**src/rtl/imem_loader.sv**
```systemverilog
// Byte-stream to 64-bit word loader for the instruction memory image.
// Optional running checksum output enabled by IMEM_LOADER_CSUM_EN.
`timescale 1ns/1ps
module imem_loader #(
  parameter int ADDR_W = 10,
  parameter int DEPTH  = 1024
) (
  input  logic              clk_i,
  input  logic              rst_i,
  input  logic              start_i,
  input  logic              s_valid_i,
  input  logic [7:0]        s_data_i,
  input  logic              s_last_i,
  output logic              s_ready_o,
  output logic              mem_we_o,
  output logic [ADDR_W-1:0] mem_addr_o,
  output logic [63:0]       mem_wdata_o,
  output logic              cpu_rst_n_o,
  output logic              done_o,
  output logic              err_o
`ifdef IMEM_LOADER_CSUM_EN
  ,
  output logic [7:0]        csum_o
`endif
);

  typedef enum logic [1:0] {
    S_IDLE,
    S_LOAD,
    S_FLUSH,
    S_DONE
  } state_t;

  localparam logic [ADDR_W:0] LP_DEPTH = (ADDR_W+1)'(DEPTH);

  state_t              r_state;
  state_t              w_next;
  logic [2:0]          r_lane;
  logic [63:0]         r_pack;
  logic [ADDR_W:0]     r_widx;
  logic                r_we;
  logic [ADDR_W-1:0]   r_addr;
  logic [63:0]         r_wdata;
  logic                r_done;
  logic                r_run;
  logic                r_err;

  logic                w_hs;
  logic                w_start;
  logic                w_ovf;
  logic                w_wr;
  logic [5:0]          w_sh;
  logic [63:0]         w_packed;

  always_ff @(posedge clk_i) begin
    if (rst_i) r_state <= S_IDLE;
    else       r_state <= w_next;
  end

  always_comb begin
    w_next    = r_state;
    s_ready_o = 1'b0;
    unique case (r_state)
      S_IDLE: begin
        if (start_i) w_next = S_LOAD;
      end
      S_LOAD: begin
        s_ready_o = 1'b1;
        if (s_valid_i && s_last_i) w_next = S_FLUSH;
      end
      S_FLUSH: begin
        w_next = S_DONE;
      end
      S_DONE: begin
        if (start_i) w_next = S_LOAD;
      end
      default: begin
        w_next = S_IDLE;
      end
    endcase
  end

  assign w_hs     = s_valid_i & s_ready_o;
  assign w_start  = start_i &
                    ((r_state == S_IDLE) | (r_state == S_DONE));
  assign w_ovf    = (r_widx >= LP_DEPTH);
  assign w_wr     = w_hs & ~w_ovf &
                    ((r_lane == 3'd7) | s_last_i);
  assign w_sh     = {r_lane, 3'b000};
  assign w_packed = r_pack | (64'(s_data_i) << w_sh);

  // Pack register is cleared after each word, so upper lanes stay zero.
  always_ff @(posedge clk_i) begin
    if (rst_i) begin
      r_lane  <= '0;
      r_pack  <= '0;
      r_widx  <= '0;
      r_we    <= 1'b0;
      r_addr  <= '0;
      r_wdata <= '0;
      r_done  <= 1'b0;
      r_run   <= 1'b0;
      r_err   <= 1'b0;
    end else begin
      r_we <= 1'b0;
      if (w_start) begin
        r_lane <= '0;
        r_pack <= '0;
        r_widx <= '0;
        r_err  <= 1'b0;
        r_done <= 1'b0;
        r_run  <= 1'b0;
      end else if (w_hs) begin
        if (w_ovf) begin
          r_err <= 1'b1;
        end else if (w_wr) begin
          r_we    <= 1'b1;
          r_addr  <= r_widx[ADDR_W-1:0];
          r_wdata <= w_packed;
          r_widx  <= r_widx + 1'b1;
          r_pack  <= '0;
          r_lane  <= '0;
        end else begin
          r_pack <= w_packed;
          r_lane <= r_lane + 3'd1;
        end
      end else if (r_state == S_FLUSH) begin
        r_done <= 1'b1;
        r_run  <= 1'b1;
      end
    end
  end

  assign mem_we_o    = r_we;
  assign mem_addr_o  = r_addr;
  assign mem_wdata_o = r_wdata;
  assign done_o      = r_done;
  assign cpu_rst_n_o = r_run;
  assign err_o       = r_err;

`ifdef IMEM_LOADER_CSUM_EN
  logic [7:0] r_csum;

  // Dropped overflow bytes are still summed.
  always_ff @(posedge clk_i) begin
    if (rst_i || w_start) r_csum <= '0;
    else if (w_hs)        r_csum <= r_csum + s_data_i;
  end

  assign csum_o = r_csum;
`endif

endmodule

```
**config.mk**
```make
export PLATFORM = sky130hd
export DESIGN_NAME = imem_loader
export DESIGN_NICKNAME = d
export VERILOG_FILES = /design/src/rtl/imem_loader.sv
export SDC_FILE = /design/constraint.sdc
export NUM_CORES = 1
export LEC_CHECK = 0
export BUFFER_PORTS_ARGS = -buffer_cell sky130_fd_sc_hd__buf_2
export CORE_MARGIN = 2
export CORE_UTILIZATION = 60
export CTS_CLUSTER_SIZE = 30
export DETAILED_ROUTE_END_ITERATION = 7
export GPL_ROUTABILITY_DRIVEN = 0
export PLACE_DENSITY = 0.84
export SLEW_MARGIN = 20
export SYNTH_ARGS = -nofsm -noshare
export SYNTH_HDL_FRONTEND = slang
export SYNTH_SLANG_ARGS = --single-unit
```
**constraint.sdc**
```tcl
create_clock -name clk_i -period 3.23 [get_ports clk_i]
set_clock_uncertainty 0.15 [all_clocks]
set_input_delay 0.646 -clock clk_i [delete_from_list [all_inputs] [get_ports clk_i]]
set_output_delay 0.646 -clock clk_i [all_outputs]
set_load 0.005 [all_outputs]
```
* Yosys cells after proc, flatten, opt, wreduce, memory -nomap -nowiden
Cells that the tools add are included.
Widths: inputs -> output; s select.
** Storage, ports and cells
- Register bits after elaboration :: 157
- Input port bits :: 13
- Output and inout bits :: 79
- Logic and storage cells :: 47
** Operators by class
- $add $sub $neg :: 2
- Magnitude comparators :: 1
- Eq/ne operators :: 6
- Shift-type cells :: 1
- Multiplexer cells :: 7
- Bitwise operators :: 10
- Reductions and logical operators :: 11
** Operators with widths (count)
- $mux 64 :: 1
- $or 64x64->64 :: 1
- $shl 8x6->64 :: 1
- $add 11x1->11 const B :: 1
- $ge 11x11->1 const B :: 1
- $reduce_and 2->1 :: 4
- $pmux 2 s3 :: 1
- $and 1x1->1 :: 4
- $eq 2x2->1 const B :: 2
- $mux 2 :: 2
- $reduce_and 4->1 :: 1
- $reduce_or 2->1 :: 2
- $reduce_or 4->1 :: 1
- $add 3x1->3 const B :: 1
- $eq 3x3->1 const B :: 1
- $mux 3 :: 1
- $not 1->1 :: 3
- $reduce_and 3->1 :: 1
- $eq 2x1->1 const B :: 1
- $logic_not 2->1 :: 1
- $mux 1 :: 2
- $ne 2x1->1 const B :: 1
- $ne 2x2->1 const B :: 1
- $or 1x1->1 :: 2
- $logic_and 1x1->1 :: 1

* Logic depth before layout (Yosys ltp)
Gate-level depths: netlist of run 1.
- Depth in word-level cells :: 6
- Depth in mapped cells :: 9
- Depth with buffers taken out :: 6

* Worst setup path before layout of run 1
Ideal clock, no wire load.
- Kind :: register to register
- Start :: reg r_lane[0]
- End :: reg r_wdata[38] (netlist: mem_wdata_o[38])
- Setup time :: 0.132 ns
- Data arrival time :: 1.595 ns
- Slack :: 1.353 ns
- Stages on the path, launching flop included :: 9
- Buffers on the path :: 2
- Period minus slack after synthesis :: 1.877 ns
- Path through :: dfxtp_1 > ha_1 > ha_1 > nor2_1 > nand3b_1 > buf_6 > buf_6 > a311oi_1 > nor3_1
** Between the ends
- Word-level cells in the longest chain between the ends :: 4
** Ends and longest elaborated chain
- start: declaration :: RTL line 38 : logic [2:0] r_lane;
- start signal: assignment :: RTL line 125 : r_lane <= r_lane + 3'd1;
- $eq 3x3->1 :: RTL line 88 : ((r_lane == 3'd7) | s_last_i);
- $or 1x1->1 :: RTL line 88
- $and 1x1->1 :: RTL line 87 : assign w_wr = w_hs & ~w_ovf &
- $reduce_and 4->1 (no line)
- end signal: assignment :: RTL line 119 : r_wdata <= w_packed;
- end: declaration :: RTL line 43 : logic [63:0] r_wdata;
Parallel ways exist; a longest one is shown, timed or not.
A chain may end at the register's enable or synchronous reset.

* Final worst setup path of run 1
- Start :: reg r_lane[0]
- End :: reg r_wdata[16] (netlist: mem_wdata_o[16])
Same word-level chain as after synthesis.

==> summary.md, run 1 <==
| Metric | Value |
|---|---|
| Crit Path Class | `reg -> reg` |
| Fmax | `392 MHz` |
| Clock Latency Late Sink | `0.53 ns` |
| Vias in the first global route | `5004` |
| Hold-fix buffers, CTS | `0` |
| Reg power frac | `43.9%` |
| Diode count | `0` |
| Ys flop type | `dfxtp_1` |
| P_int | `3.51 mW` |
| Worst setup margin | `0.676 ns` |
| Top post-synthesis cells by count | `157 x dfxtp_1, 147 x nor2_1, 79 x a21oi_1` |
| Final setup fails | `0` |
| Setup TNS | `0 ns` |
| Core Area | `9680 um2` |
| Post-CTS sizing | `0` |
| IO Count | `92` |
| Num CTS Buffers | `17` |
| WL final | `15.7 mm` |
| Number of synthesized flops with an enable pin | `0` |
| Arrival @ worst endpoint | `2.85 ns` |
| CP max stage delay | `0.61 ns` |
| Clock Power Share | `40.0%` |
| CP Cell Sequence | `ha_1, ha_1, nor2_1, nand3b_1, buf_4, a211oi_1, nor3_1` |
| Number of cells on the worst hold path | `3` |
| DRC errors left | `0` |
| Sequential fraction of the synthesis area | `53.1%` |
| Fillers | `730` |
| Tightest Pin Transition | `0.924 ns` |
| PortBufs | `91` |
| PwrDens | `704 nW/um2` |
| Largest fanout on the critical path | `74` |
| Max Slew Vio Count | `0` |
| Final HPWL DP | `9.67 mm` |
| Synth Net Count | `698` |
| Tcrit/Tclk final | `79.1%` |
| Synthesis warning total | `0` |
| Distinct cells, synth | `35` |
| Status | `complete, no violations` |
| CP Buf/Inv Count | `1` |
| GR Overflow Total | `0` |
| Tmin final | `2.55 ns` |
| Wire length per cell | `17.8 um` |
| Peak VDD IR | `0.425 mV` |
| Fraction of registers with async set/reset | `0%` |
| DR vias/cell | `5.98` |
| Layout Nets | `756` |
| Slowest stage cell, crit path | `buf_4` |
| Req. time, crit path | `3.53 ns` |
| Top post-synthesis cells by area | `dfxtp_1 53%, nor2_1 9.3%, a21oi_1 6.7%` |
| Hold Path Class | `in -> reg` |
| Area Growth Syn to Fin | `16.6%` |
| Initial antenna violation count | `0` |
| Sw power | `1.34 mW` |
| Leak Pwr | `2.71 nW` |
| Mapped cell area | `5920 um2` |
| H-tree level count | `4` |
| Worst setup EP type | `flip-flop` |
| Max-cap violations | `0` |
| Root Buffer | `clkbuf_8` |
| CTS Buffer Depth | `2` |
| Unrepaired setup endpoints after global routing | `false` |
| Worst path most repeated cell | `ha_1` |
| Starting Density | `61.1%` |
| Largest area contributor in the netlist | `dfxtp_1` |
| Critical path depth in cells | `7` |
| Post-CTS setup buffer count | `0` |
| DP Worst Slack | `0.797 ns` |
| Die Ht | `103 um` |
| GRT Total Usage | `30.5%` |
| Synthesized netlist cell count | `679` |
| Die W | `103 um` |
| Syn avg cell area | `8.72 um2` |
| Cell family with most CP delay | `simple AND/OR/NAND/NOR gates` |
| Number of nets with antenna violations after routing | `0` |
| DR vias | `5277` |
| Die area | `10700 um2` |
| Synth Register Bits | `157` |
| CTS tree | `built` |
| CP startpoint kind | `flip-flop` |
| Reg clk slew, reported paths | `0.06 ns` |
| Rel. slew slack | `37.9%` |
| First-pass GRT wire length | `24.7 mm` |
| Most numerous cell in the Yosys netlist | `dfxtp_1` |
| Post-synth top area share | `53.1%` |
| Worst R2R Path Depth | `7` |
| CTS sink cnt | `157` |
| 1st-iter DRT viols | `465` |
| Switch share | `27.7%` |
| Share of post-route cells with drive strength above 1 | `18.3%` |
| Comb power frac | `16.1%` |
| Largest net degree at the start of global routing | `77` |
| Row cnt | `36` |
| Final hold vios | `0` |
| Pre-Repair DR Iteration Count | `5` |
[kinds of logic (layout without fill, tap and decap cells)]
kind of cell | after synthesis | count (layout) | share of synthesized area (%)
AOI/OAI and AO/OA | 151 | 151 | 16.4
and+or+nand+nor | 287 | 287 | 21.8
DFF | 157 | 157 | 53.1
buffers and inverters | 68 | 139 | 5.90
muxes | 1 | 1 | 0.169
adders and majority gates | 6 | 6 | 1.27
xor gates and xnor gates | 9 | 9 | 1.33
[worst register-to-register path: stages, from the launching register on]
cell and delay [ns]:
dfxtp_1 0.38, ha_1 0.23, ha_1 0.23, nor2_1 0.30
nand3b_1 0.15, buf_4 0.61, a211oi_1 0.22, nor3_1 0.21
[registers in the layout, summed over array words and instances, names as in the netlist]
name and cells:
mem_we_o 1, mem_addr_o 10, mem_wdata_o 64, r_widx 11, r_pack 64, r_lane 3, err_o 1, cpu_rst_n_o 1
r_state 2
[metal layers]
metal | vias up | global-route usage (%) | share of wire [%]
li1 | 2462 | - | -
met1 | 2507 | 39.3 | 40
met2 | 255 | 49.1 | 48
met3 | 53 | 6.92 | 8.8
met4 | 0 | 14.3 | 3.2
met5 | - | 0 | 0
[layout by cell type (no fill, tap or decap), types with 2 or more instances in the layout]
cell,count
nor4_1,2
ha_1,6
buf_2,91
a311oi_1,32
a211oi_1,32
and3_1,4
xnor2_1,5
nor3_1,66
xor2_1,4
nand2b_1,2
clkinv_2,4
clkbuf_8,5
inv_1,5
bufinv_16,2
nand2_1,26
buf_4,10
clkinv_4,2
nand3_1,4
dfxtp_1,157
clkbuf_16,16
a31oi_1,2
nor2_1,147
nand4_1,2
nand3b_1,3
nor2b_1,14
and2_1,12
o21ai_0,2
a21oi_1,79
clkinvlp_4,2
[worst paths after layout]
| kind | startpoint | end | slack (ns) |
|---|---|---|---|
| worst max-delay path | r_lane[0] | mem_wdata_o[16] | 0.68 |
| worst min-delay path | s_valid_i | err_o | 0.28 |
| worst max register to register | r_lane[0] | mem_wdata_o[16] | 0.68 |
| worst min register to register | mem_addr_o[6] | mem_addr_o[6] | 0.31 |
[layout make-up]
type / instances / area (um2) / share of cell area, %
repair buffers: 102 / 551 / 7.98
clock inverters: 10 / 113 / 1.63
inverters: 5 / 18.8 / 0.272
well taps: 133 / 166 / 2.41
flip-flops and latches: 157 / 3140 / 45.6
multi-input cells: 454 / 2430 / 35.3
clock buffers: 22 / 473 / 6.86
[through the flow]
stage | area, um2 | utilization, % | power [mW] | std cells | hold WS [ns]
after global placement | 6310 | 65.2 | 2.90 | 851 | 0.295
after floorplan | 5920 | - | 2.69 | 679 | 0.287
after CTS | 6900 | 71.2 | 4.85 | 883 | 0.267
after detailed placement | 6310 | 65.2 | 2.94 | 851 | 0.298
final | 6900 | 71.2 | 4.86 | 883 | 0.276
after global routing | 6900 | 71.2 | 5.04 | 883 | 0.322
[power by group through the flow]
| stage | Combinational, mW | Clock [mW] | Sequential, mW |
|---|---|---|---|
| finish | 0.782 | 1.94 | 2.13 |
| floorplan | 0.524 | 0 | 2.17 |
| global placement | 0.742 | 0 | 2.16 |
| global route | 0.869 | 2.03 | 2.14 |
| detailed placement | 0.765 | 0 | 2.17 |
| CTS | 0.776 | 1.94 | 2.13 |
No activity file was read; power rests on OpenSTA's default activity.
==> inputs of run 2 (changes only) <==
Settings changed: CORE_UTILIZATION 60 to 56, PLACE_DENSITY 0.84 to 0.79.
Clock period 3.23 ns to 2.5 ns, I/O delays scaled along.
==> run 2 against run 1 <==
Compared with the run above: total power rose by 32%; worst hold slack worse by 0.15 ns; clock power up 37%; non-clock buffer count up 7; largest power group unchanged.
==> summary.md, run 2 (synthesis gave the netlist of run 1 again) <==
| Metric | Value |
|---|---|
| Worst path most repeated cell | `ha_1 (unchanged)` |
| CP max stage delay | `0.38 ns (was 0.61 ns)` |
| Layout Nets | `763 (was 756)` |
| Hold Path End | `err_o (unchanged)` |
| Design area | `6990 um2 (was 6900 um2)` |
| Final hold vios | `0 (unchanged)` |
| Pre-Repair DR Iteration Count | `6 (was 5)` |
| DR vias | `5305 (was 5277)` |
| Hold Path Class | `in -> reg (unchanged)` |
| DR vias/cell | `5.94 (was 5.98)` |
| Met1 GRT Util | `35.5% (was 39.3%)` |
| Critical path depth in cells | `7 (unchanged)` |
| Wire length per cell | `17.7 um (was 17.8 um)` |
| CP startpoint kind | `flip-flop (unchanged)` |
| Clock Latency Late Sink | `0.53 ns (about the same)` |
| Fillers | `835 (was 730)` |
| Overall power | `6.43 mW (was 4.86 mW)` |
| Leak Pwr | `2.75 nW (was 2.71 nW)` |
| Row cnt | `37 (was 36)` |
| Die area | `11400 um2 (was 10700 um2)` |
| Grt met2 use | `45.7% (was 49.1%)` |
| Max-cap violations | `0 (unchanged)` |
| Initial antenna violation count | `0 (unchanged)` |
| Largest fanout on the critical path | `64 (was 74)` |
| PortBufs | `91 (unchanged)` |
| Tcrit/Tclk final | `93.3% (was 79.1%)` |
| Tightest Pin Transition | `0.659 ns (was 0.924 ns)` |
| Crit Path Class | `reg -> reg (unchanged)` |
| PwrDens | `921 nW/um2 (was 704 nW/um2)` |
| GRT Total Usage | `27.9% (was 30.5%)` |
| Die W | `107 um (was 103 um)` |
| Flop2flop setup slack | `0.17 ns (was 0.68 ns)` |
| GRT met3 Usage | `6.20% (was 6.92%)` |
| R2r startpoint | `r_lane[0] (unchanged)` |
| Post-DP Area | `6370 um2 (was 6310 um2)` |
| Commonest non-fill, non-tap cell in the layout | `dfxtp_1 (unchanged)` |
| Arrival @ worst endpoint | `2.62 ns (was 2.85 ns)` |
| CTS sink cnt | `157 (unchanged)` |
| IO Count | `92 (unchanged)` |
| Share of post-route cells with drive strength above 1 | `19.2% (was 18.3%)` |
| Max Slew Vio Count | `0 (unchanged)` |
| Worst setup EP type | `flip-flop (unchanged)` |
| Area Growth Syn to Fin | `18.0% (was 16.6%)` |
| Die Ht | `107 um (was 103 um)` |
| Commonest non-fill, non-tap cells in the layout | `157 x dfxtp_1, 147 x nor2_1, 91 x buf_2 (unchanged)` |
| Starting Density | `57.6% (was 61.1%)` |
| Number of cells on the worst hold path | `3 (unchanged)` |
| First-pass GRT wire length | `24.8 mm (was 24.7 mm)` |
| CTS Buffer Depth | `2 (unchanged)` |
| Rel. slew slack | `55.9% (was 37.9%)` |
| Setup TNS | `0 ns (unchanged)` |
| DRC errors left | `0 (unchanged)` |
| Diode count | `0 (unchanged)` |
| Number of nets with antenna violations after routing | `0 (unchanged)` |
| Peak VDD IR | `0.488 mV (was 0.425 mV)` |
| CP Cell Sequence | `ha_1, ha_1, nor2_1, nand3b_1, buf_12, a211oi_1, nor3_1 (was ha_1, ha_1, nor2_1, nand3b_1, buf_4, a211oi_1, nor3_1)` |
| Hold-fix buffers, CTS | `0 (unchanged)` |
| Slowest stage cell, crit path | `dfxtp_1 (was buf_4)` |
| 1st-iter DRT viols | `447 (was 465)` |
| CP Buf/Inv Count | `1 (unchanged)` |
| Unrepaired setup endpoints after global routing | `false (unchanged)` |
| Grt peak-use layer | `met2 (unchanged)` |
| Hold_sp | `s_valid_i (unchanged)` |
| Num CTS Buffers | `17 (unchanged)` |
| Post-CTS sizing | `0 (unchanged)` |
| Core Area | `10300 um2 (was 9680 um2)` |
| CTS tree | `built (unchanged)` |
| Tmin final | `2.33 ns (was 2.55 ns)` |
| Post-CTS setup buffer count | `0 (unchanged)` |
| Largest net degree at the start of global routing | `65 (was 77)` |
| Fmax | `429 MHz (was 392 MHz)` |
| GR Overflow Total | `0 (unchanged)` |
| Final HPWL DP | `9.81 mm (was 9.67 mm)` |
| Final setup fails | `0 (unchanged)` |
| WL final | `15.8 mm (was 15.7 mm)` |
| Status | `complete, no violations (unchanged)` |
| Reg clk slew, reported paths | `0.06 ns (about the same)` |
| Worst R2R Path Depth | `7 (unchanged)` |
| Root Buffer | `clkbuf_8 (unchanged)` |
| Cell family with most CP delay | `simple AND/OR/NAND/NOR gates (unchanged)` |
| Vias in the first global route | `4985 (was 5004)` |
| Reg2Reg Capture Point | `mem_wdata_o[17] (was mem_wdata_o[16])` |
| H-tree level count | `4 (unchanged)` |
| Finished Core Util | `68.0% (was 71.2%)` |
| Req. time, crit path | `2.79 ns (was 3.53 ns)` |
==> run 2: worst min-delay path, stage by stage <==
cell,delay [ns]
buf_2,0.12
a31oi_1,0.08
nor2_1,0.07
==> run 2: how the worst max path moves through the flow <==
stage	to	slack (ns)	from
global placement	mem_wdata_o[34]	0.37	r_lane[0]
finish	mem_wdata_o[17]	0.17	r_lane[0]
detailed placement	mem_wdata_o[34]	0.27	r_lane[0]
CTS	mem_wdata_o[34]	0.22	r_lane[0]
floorplan	mem_wdata_o[38]	0.62	r_lane[0]
global route	mem_wdata_o[37]	0.04	r_lane[0]
==> run 2: through the flow <==
stage | setup slack, ns | hold slack, ns | cells
after global placement | 0.367 | 0.293 | 861
after global routing | 0.0405 | 0.156 | 893
after floorplan | 0.623 | 0.287 | 679
after detailed placement | 0.266 | 0.300 | 861
after CTS | 0.220 | 0.121 | 893
final | 0.169 | 0.122 | 893
==> run 2: cell type report <==
| class | instances | area, um2 | share of cell area (%) |
|---|---|---|---|
| flip-flops and latches | 157 | 3140 | 45.0 |
| well taps | 136 | 170 | 2.44 |
| multi-input cells | 454 | 2430 | 34.9 |
| clock inverters | 12 | 160 | 2.29 |
| repair buffers | 109 | 603 | 8.63 |
| clock buffers | 20 | 455 | 6.52 |
| inverters | 5 | 18.8 | 0.269 |
==> run 2: power breakdown <==
part / internal [mW] / switching, mW / leakage [nW]
Combinational: 0.371 / 0.659 / 1.19
Clock: 1.61 / 1.04 / 0.290
Sequential: 2.66 / 0.0924 / 1.27
Total: 4.64 / 1.80 / 2.75
==> run 2: metal layers <==
metal / wire length (um) / vias to the layer above
met5: 0 / -
met4: 493 / 0
met3: 1260 / 50
met2: 7510 / 255
met1: 6520 / 2525
li1: - / 2475
==> inputs of run 3 (changes only) <==
Settings changed: RECOVER_POWER set to 50.
==> run 3 against run 2 <==
Compared with the run above: fmax up 0.44%; sequential power about the same; wire length down 0.49%; first-iteration DRC count down 0.45%; total power down 0.28%; die area unchanged; non-clock buffer count unchanged; utilization down 0.34 points; critical path type unchanged; critical endpoint unchanged; largest cell class unchanged; largest power group unchanged; highest routed layer unchanged.
==> summary.md, run 3 (synthesis gave the netlist of run 1 again) <==
| Metric | Value |
|---|---|
| Status | `complete, no violations (unchanged)` |
| Peak VDD IR | `0.489 mV (was 0.488 mV)` |
| Vias in the first global route | `4985 (unchanged)` |
| Commonest non-fill, non-tap cells in the layout | `157 x dfxtp_1, 147 x nor2_1, 79 x a21oi_1 (was 157 x dfxtp_1, 147 x nor2_1, 91 x buf_2)` |
| Unrepaired setup endpoints after global routing | `false (unchanged)` |
| CTS sink cnt | `157 (unchanged)` |
| Leak Pwr | `2.65 nW (was 2.75 nW)` |
| Hold Path Class | `in -> reg (unchanged)` |
| Wire length per cell | `17.6 um (was 17.7 um)` |
| PortBufs | `91 (unchanged)` |
| Reg clk slew, reported paths | `0.06 ns (about the same)` |
| Diode count | `0 (unchanged)` |
| Layout Nets | `763 (unchanged)` |
| Final HPWL DP | `9.81 mm (unchanged)` |
| Die Ht | `107 um (unchanged)` |
| Max Slew Vio Count | `0 (unchanged)` |
| 1st-iter DRT viols | `445 (was 447)` |
| Fillers | `848 (was 835)` |
| Die W | `107 um (unchanged)` |
| Tcrit/Tclk final | `92.8% (was 93.3%)` |
| DR vias/cell | `5.96 (was 5.94)` |
| Tightest Pin Transition | `0.756 ns (was 0.659 ns)` |
| Commonest non-fill, non-tap cell in the layout | `dfxtp_1 (unchanged)` |
| Final setup fails | `0 (unchanged)` |
| First-pass GRT wire length | `24.8 mm (unchanged)` |
| Largest fanout on the critical path | `64 (unchanged)` |
| Hold-fix buffers, CTS | `0 (unchanged)` |
| Setup TNS | `0 ns (unchanged)` |
| Final std cells w/o fill | `893 (unchanged)` |
| Req. time, crit path | `2.78 ns (was 2.79 ns)` |
| PwrDens | `923 nW/um2 (was 921 nW/um2)` |
| Tmin final | `2.32 ns (was 2.33 ns)` |
| Post-CTS setup buffer count | `0 (unchanged)` |
| DRC errors left | `0 (unchanged)` |
| Final hold vios | `0 (unchanged)` |
| Die area | `11400 um2 (unchanged)` |
| Core Area | `10300 um2 (unchanged)` |
| GR Overflow Total | `0 (unchanged)` |
| Area Growth Syn to Fin | `17.4% (was 18.0%)` |
| IO Count | `92 (unchanged)` |
| Root Buffer | `clkbuf_8 (unchanged)` |
| CTS tree | `built (unchanged)` |
| Fmax | `431 MHz (was 429 MHz)` |
| Largest net degree at the start of global routing | `65 (unchanged)` |
| Worst setup EP type | `flip-flop (unchanged)` |
| Pre-Repair DR Iteration Count | `5 (was 6)` |
| Num CTS Buffers | `17 (unchanged)` |
| Starting Density | `57.6% (unchanged)` |
| Placed cell count | `861 (unchanged)` |
| Initial antenna violation count | `0 (unchanged)` |
| DR vias | `5324 (was 5305)` |
| Row cnt | `37 (unchanged)` |
| Rel. slew slack | `49.6% (was 55.9%)` |
| Share of post-route cells with drive strength above 1 | `16.0% (was 19.2%)` |
| Finished Core Util | `67.6% (was 68.0%)` |
| Post-CTS sizing | `0 (unchanged)` |
| H-tree level count | `4 (unchanged)` |
| Clock Latency Late Sink | `0.53 ns (about the same)` |
| Crit Path Class | `reg -> reg (unchanged)` |
| Number of nets with antenna violations after routing | `0 (unchanged)` |
| WL final | `15.7 mm (was 15.8 mm)` |
| CTS Buffer Depth | `2 (unchanged)` |
| Max-cap violations | `0 (unchanged)` |
| Arrival @ worst endpoint | `2.61 ns (was 2.62 ns)` |
| CP startpoint kind | `flip-flop (unchanged)` |
| GRT Total Usage | `27.9% (unchanged)` |
[run 3: cell count changes in the layout (fill, tap and decap cells not counted)]
cell | before | now
clkbuf_1 | 0 | 24
buf_2 | 91 | 68
buf_4 | 17 | 15
clkbuf_2 | 0 | 1
[run 3: power by group]
| group | switching [mW] | internal (mW) | total (mW) |
|---|---|---|---|
| Clock | 1.05 | 1.61 | 2.65 |
| Combinational | 0.657 | 0.353 | 1.01 |
| Sequential | 0.0932 | 2.66 | 2.75 |
[run 3: final timing paths]
check,startpoint,endpoint,slack [ns],cells past startpoint
worst max-delay path,r_lane[0],mem_wdata_o[17],0.18,7
worst min-delay path,s_valid_i,err_o,0.12,3
worst max register to register,r_lane[0],mem_wdata_o[17],0.18,7
worst min register to register,mem_addr_o[3],mem_addr_o[3],0.31,2
[run 3: stage by stage]
stage	hold WS, ns	cell area (um2)	power (mW)	setup WS [ns]
2_1_floorplan	0.287	5920	3.48	0.623
3_3_place_gp	0.293	6370	3.77	0.367
3_5_place_dp	0.300	6370	3.81	0.266
4_1_cts	0.121	6990	6.42	0.220
5_1_grt	0.157	6950	6.64	0.0405
6_report	0.122	6950	6.42	0.179
[run 3: metal layers]
metal | up-vias | GRT usage (%) | routed length (um)
met3 | 47 | 6.20 | 1230
met1 | 2552 | 35.5 | 6490
met2 | 248 | 45.7 | 7540
met5 | - | 0 | 0
li1 | 2477 | - | -
met4 | 0 | 12.1 | 449
[run 3: cell type report]
| type | count | area (um2) | area share (%) |
|---|---|---|---|
| Sequential cell | 157 | 3140 | 45.2 |
| Multi-Input combinational cell | 454 | 2430 | 35.0 |
| Timing Repair Buffer | 109 | 568 | 8.17 |
| Clock buffer | 20 | 455 | 6.55 |
| Tap cell | 136 | 170 | 2.45 |
| Clock inverter | 12 | 160 | 2.30 |
| Inverter | 5 | 18.8 | 0.270 |
[run 3: worst max-delay path, cell delays in order, from the launching register on]
cell and delay [ns]:
dfxtp_1 0.37, ha_1 0.24, ha_1 0.25, nor2_1 0.33, nand3b_1 0.24, buf_12 0.28, a211oi_1 0.10, nor3_1 0.21
